--- src/rtl/alu_pkg.sv ---
// Shared widths, port count and flag bit positions for the shared-ALU arbiter.
package alu_pkg;
    localparam int NPORTS   = 2;
    localparam int DATA_W   = 32;
    localparam int SHAMT_W  = 5;
    localparam int FN_W     = 4;
    localparam int FLAGS_W  = 4;

    localparam int FLAG_CF  = 3;
    localparam int FLAG_ZF  = 2;
    localparam int FLAG_VF  = 1;
    localparam int FLAG_SF  = 0;

    typedef struct packed {
        logic [DATA_W-1:0]  a;
        logic [DATA_W-1:0]  b;
        logic [SHAMT_W-1:0] shamt;
        logic [FN_W-1:0]    alufn;
    } op_t;
endpackage

--- src/rtl/rr_arb2.sv ---
// Two-way grant: a lone eligible port wins; a tie goes to ptr, or to port 0 when fixed.
module rr_arb2 (
    input  logic [1:0] eligible,
    input  logic       ptr,
    input  logic       fixed,
    output logic [1:0] grant
);
    always_comb begin
        grant = eligible;
        if (eligible == 2'b11) begin
            grant = (fixed || !ptr) ? 2'b01 : 2'b10;
        end
    end
endmodule

--- src/rtl/alu_share_arb.sv ---
// Two ports share one external ALU: grant, register operands, capture the result
// into the winner's response slot two cycles after acceptance.
module alu_share_arb
    import alu_pkg::*;
#(
    parameter int FIXED_PRIO = 0
) (
    input  logic               clk,
    input  logic               rst,
    input  logic               flush,
    input  logic [1:0]         req_valid,
    output logic [1:0]         req_ready,
    input  logic [DATA_W-1:0]  req_a0,
    input  logic [DATA_W-1:0]  req_b0,
    input  logic [DATA_W-1:0]  req_a1,
    input  logic [DATA_W-1:0]  req_b1,
    input  logic [SHAMT_W-1:0] req_shamt0,
    input  logic [SHAMT_W-1:0] req_shamt1,
    input  logic [FN_W-1:0]    req_alufn0,
    input  logic [FN_W-1:0]    req_alufn1,
    output logic [DATA_W-1:0]  alu_a,
    output logic [DATA_W-1:0]  alu_b,
    output logic [SHAMT_W-1:0] alu_shamt,
    output logic [FN_W-1:0]    alu_alufn,
    input  logic [DATA_W-1:0]  alu_r,
    input  logic [FLAGS_W-1:0] alu_flags,
    output logic [1:0]         rsp_valid,
    input  logic [1:0]         rsp_ready,
    output logic [DATA_W-1:0]  rsp_r0,
    output logic [DATA_W-1:0]  rsp_r1,
    output logic [FLAGS_W-1:0] rsp_flags0,
    output logic [FLAGS_W-1:0] rsp_flags1
);
    op_t                 req_op [NPORTS];
    op_t                 op_reg;
    logic                op_valid_reg;
    logic                op_id_reg;
    logic                ptr_reg;
    logic [NPORTS-1:0]   busy;
    logic [NPORTS-1:0]   eligible;
    logic [NPORTS-1:0]   grant;
    logic [NPORTS-1:0]   handshake;
    logic [NPORTS-1:0]   capture;
    logic [DATA_W-1:0]   rsp_r_all [NPORTS];
    logic [FLAGS_W-1:0]  rsp_flags_all [NPORTS];

    assign req_op[0] = {req_a0, req_b0, req_shamt0, req_alufn0};
    assign req_op[1] = {req_a1, req_b1, req_shamt1, req_alufn1};

    // Reset and flush both block acceptance in the cycle they are asserted.
    assign eligible  = req_valid & ~busy & {NPORTS{~rst & ~flush}};
    assign req_ready = grant;

    rr_arb2 u_arb (
        .eligible (eligible),
        .ptr      (ptr_reg),
        .fixed    (FIXED_PRIO != 0),
        .grant    (grant)
    );

    always_ff @(posedge clk) begin
        if (rst) begin
            op_reg       <= '0;
            op_valid_reg <= 1'b0;
            op_id_reg    <= 1'b0;
            ptr_reg      <= 1'b0;
        end else begin
            op_valid_reg <= |grant;
            if (|grant) begin
                op_reg    <= grant[1] ? req_op[1] : req_op[0];
                op_id_reg <= grant[1];
                ptr_reg   <= grant[0];
            end
        end
    end

    assign alu_a     = op_reg.a;
    assign alu_b     = op_reg.b;
    assign alu_shamt = op_reg.shamt;
    assign alu_alufn = op_reg.alufn;

    for (genvar gi = 0; gi < NPORTS; gi++) begin : g_port
        logic                busy_reg;
        logic                rsp_valid_reg;
        logic [DATA_W-1:0]   rsp_r_reg;
        logic [FLAGS_W-1:0]  rsp_flags_reg;

        assign handshake[gi] = rsp_valid_reg & rsp_ready[gi];
        assign capture[gi]   = op_valid_reg & (int'(op_id_reg) == gi) & ~flush;

        // busy spans grant through the response handshake, so one request in flight per port.
        always_ff @(posedge clk) begin
            if (rst) begin
                busy_reg      <= 1'b0;
                rsp_valid_reg <= 1'b0;
                rsp_r_reg     <= '0;
                rsp_flags_reg <= '0;
            end else begin
                if (flush) begin
                    busy_reg      <= 1'b0;
                    rsp_valid_reg <= 1'b0;
                end else begin
                    if (grant[gi]) begin
                        busy_reg <= 1'b1;
                    end else if (handshake[gi]) begin
                        busy_reg <= 1'b0;
                    end
                    if (capture[gi]) begin
                        rsp_valid_reg <= 1'b1;
                    end else if (handshake[gi]) begin
                        rsp_valid_reg <= 1'b0;
                    end
                end
                if (capture[gi]) begin
                    rsp_r_reg     <= alu_r;
                    rsp_flags_reg <= alu_flags;
                end
            end
        end

        assign busy[gi]          = busy_reg;
        assign rsp_valid[gi]     = rsp_valid_reg;
        assign rsp_r_all[gi]     = rsp_r_reg;
        assign rsp_flags_all[gi] = rsp_flags_reg;
    end

    assign rsp_r0     = rsp_r_all[0];
    assign rsp_r1     = rsp_r_all[1];
    assign rsp_flags0 = rsp_flags_all[0];
    assign rsp_flags1 = rsp_flags_all[1];
endmodule

--- config.mk ---
export PLATFORM = sky130hd
export DESIGN_NAME = alu_share_arb
export DESIGN_NICKNAME = d
export VERILOG_FILES = /design/src/rtl/alu_pkg.sv /design/src/rtl/rr_arb2.sv /design/src/rtl/alu_share_arb.sv
export SDC_FILE = /design/constraint.sdc
export NUM_CORES = 1
export LEC_CHECK = 0
export ABC_AREA = 1
export BUFFER_PORTS_ARGS = -buffer_cell sky130_fd_sc_hd__buf_2
export CAP_MARGIN = 40
export CORE_UTILIZATION = 40
export CTS_CLUSTER_SIZE = 24
export DETAILED_ROUTE_END_ITERATION = 16
export PLACE_DENSITY = 0.74
export SLEW_MARGIN = 20
export SYNTH_ARGS = -nofsm -noshare
export SYNTH_HDL_FRONTEND = slang
export SYNTH_HIERARCHICAL = 1
export SYNTH_SLANG_ARGS = --single-unit
--- constraint.sdc ---
create_clock -name clk -period 2.2 [get_ports clk]
set_input_delay 0.66 -clock clk [delete_from_list [all_inputs] [get_ports clk]]
set_output_delay 0.66 -clock clk [all_outputs]
set_load 0.01 [all_outputs]
==> impl_metrics.py <==
metrics = {
    "layout": {
        "area_growth_pct": 38.7,
        "layoutNonFillerInstCount": 1534,
        "fin_util_pct": 57.5,
        "drive_gt1_share_pct": 31.1,
        "fin_nets": 1492,
        "layout_common_cells": "nand2_1, buf_2, dfxtp_1",
        "final_common_cell": "nand2_1",
    },
    "yosys": {
        "synth_top_area_cell": "dfxtp_1",
        "yosysSeqAreaShare_pct": 45.5,
        "netlist_area_um2": 6690,
        "synth_cells": 991,
        "ys_warn_count": 6,
        "yosys.area.top_type_share_pct": 45.5,
        "synth_area_leaders": "dfxtp_1, nand2_1, nand3_1, inv_1, nor2_1",
        "synth_area_per_cell_um2": 6.75,
        "netlist-cell-type-count": 18,
        "ys_ff_latch": 152,
    },
    "cts": {
        "cts.sinks": 152,
        "tritoncts": "built",
        "clkSlewWorstSetupHoldPaths_ps": 70,
        "insertion_delay_ps": 420,
        "hold_buffers": 0,
        "root_buffer": "clkbuf_16",
        "htreeDepth": 4,
        "clk_path_buf_depth": 2,
        "cts_made_buffers": 17,
    },
    "detailed_routing": {
        "wirelength_um": 21100,
        "drc": 0,
        "via_per_inst": 4.79,
        "wire_per_inst_um": 13.8,
        "ant_nets": 0,
        "first_pass_iters": 5,
        "num_vias": 7353,
        "drt_iter0_markers": 405,
    },
    "global_route": {
        "grt_pass1_vias": 6716,
        "antenna_found_initial": 3,
        "grt_pass1_wl_um": 33500,
        "grt_start_max_net_pins": 58,
        "overflow": 0,
        "grtUsageTotal_pct": 24.1,
    },
    "status": {
        "outcome": "complete, no violations",
    },
    "die": {
        "die_area_um2": 17200,
        "core_um2": 16100,
        "rows": 46,
        "die_y_um": 131,
        "fp.dieW_um": 131,
        "start_util_pct": 41.5,
        "ios": 338,
    },
    "worst_setup_path": {
        "startpoint_type": "input pin",
        "critPathMaxFanout": 3,
        "regToRegSetupSlack_ps": 440,
        "critPathKind": "in2out",
        "arrival_ps": 1510,
        "setup.worst_path.end_class": "output pin",
        "required_ps": 1540,
    },
    "power_and_ir_drop": {
        "p_per_area_nw_per_um2": 738,
        "vdd_ir_drop_max_mv": 0.536,
        "p_total_mw": 6.84,
        "cellLeakagePower_nw": 5.29,
    },
    "timing": {
        "fmax_ghz": 0.461,
        "finalSetupViolations": 0,
        "finalHoldViolations": 0,
        "slew_headroom_pct": 58.1,
        "final.setup.worst_slack_ps": 29.4,
        "worst_slew_pin_slew_ps": 628,
        "min_period_ps": 2170,
        "maxSlewViolCount": 0,
        "period_share_pct": 98.7,
        "clock_skew_ps": 7.67,
    },
    "flow_run": {
        "max-cap-violations": 0,
    },
    "place": {
        "post-place-ws_ps": -143,
        "post-place-cells": 1497,
        "hpwl_um": 14800,
        "portBuffers": 337,
        "place.gp.congestion": 0.858,
    },
    "worst_hold_path": {
        "hold_class": "reg2reg",
    },
}
[repair_timing]
action,in CTS,in global routing
gates resized for setup,4,12
endpoints found under the hold margin,0,0
pin swaps,4,3
endpoints found under the setup margin,2,2
buffers inserted,3,0
[synth_stat cells]
cell type and instances:
inv_1 116, nand3_1 146, nor3b_1 2, inv_2 3
clkbuf_1 8, buf_2 35, buf_1 7, buf_6 3
nand2_1 343, conb_1 1, nand3_2 1, nand3_4 1
nor2_1 75, nand4_1 36, nand2_2 1, dfxtp_1 152
a21oi_1 42, buf_4 19
[where the power goes]
part | total (mW) | internal (mW) | leakage (nW) | switching, mW
combinational | 0.864 | 0.369 | 3.75 | 0.495
clock | 3.06 | 1.86 | 0.302 | 1.19
sequential | 2.92 | 2.86 | 1.24 | 0.0579
[layout make-up]
type,count,area (um2)
clock buffer,20,457
timing repair buffer,364,2030
multi-input combinational,649,2850
clock inverter,12,164
fill,1532,6840
inverter,119,454
sequential,152,3040
antenna,2,5.00
tap,216,270
[metal layers]
metal | vias up | routed length [um] | track usage [%]
li1 | 3698 | - | -
met1 | 3311 | 8810 | 29.6
met2 | 312 | 10100 | 40.0
met3 | 30 | 1760 | 7.33
met4 | 2 | 402 | 8.14
met5 | - | 13 | 0
[stage by stage]
stage	hold WS, ps	TNS [ps]	cell area (um2)
after floorplan	450	0	6710
after global placement	444	-1570	8560
after detailed placement	449	-4080	8560
after CTS	459	-3.65	9220
after global routing	469	-21.2	9270
final	461	0	9270
[worst max-delay path, cell delays in order]
cell     delay, ps
buf_6          100
inv_4           70
nand2_8         70
nor3b_4        210
buf_4          130
nand2_1         80
nand2_4         90
buf_6          100
[cell families (layout without fill, tap and decap cells)]
group / count (synthesis) / after routing / share of synthesized area [%]
buf+inv: 191 / 515 / 12.8
flops: 152 / 152 / 45.5
other cells: 1 / 4 / 0.0561
simple gates: 605 / 605 / 38.5
compound gates: 42 / 42 / 3.14
[worst paths after layout]
| kind | from | endpoint | cells after the start |
|---|---|---|---|
| hold / removal | rsp_r1[23] | rsp_r1[23] | 2 |
| setup reg to reg | g_port[0].busy_reg | alu_b[3] | 11 |
| setup / recovery | flush | req_ready[1] | 8 |
| hold reg to reg | rsp_r1[23] | rsp_r1[23] | 2 |
Power figures use the tool's default switching activity.
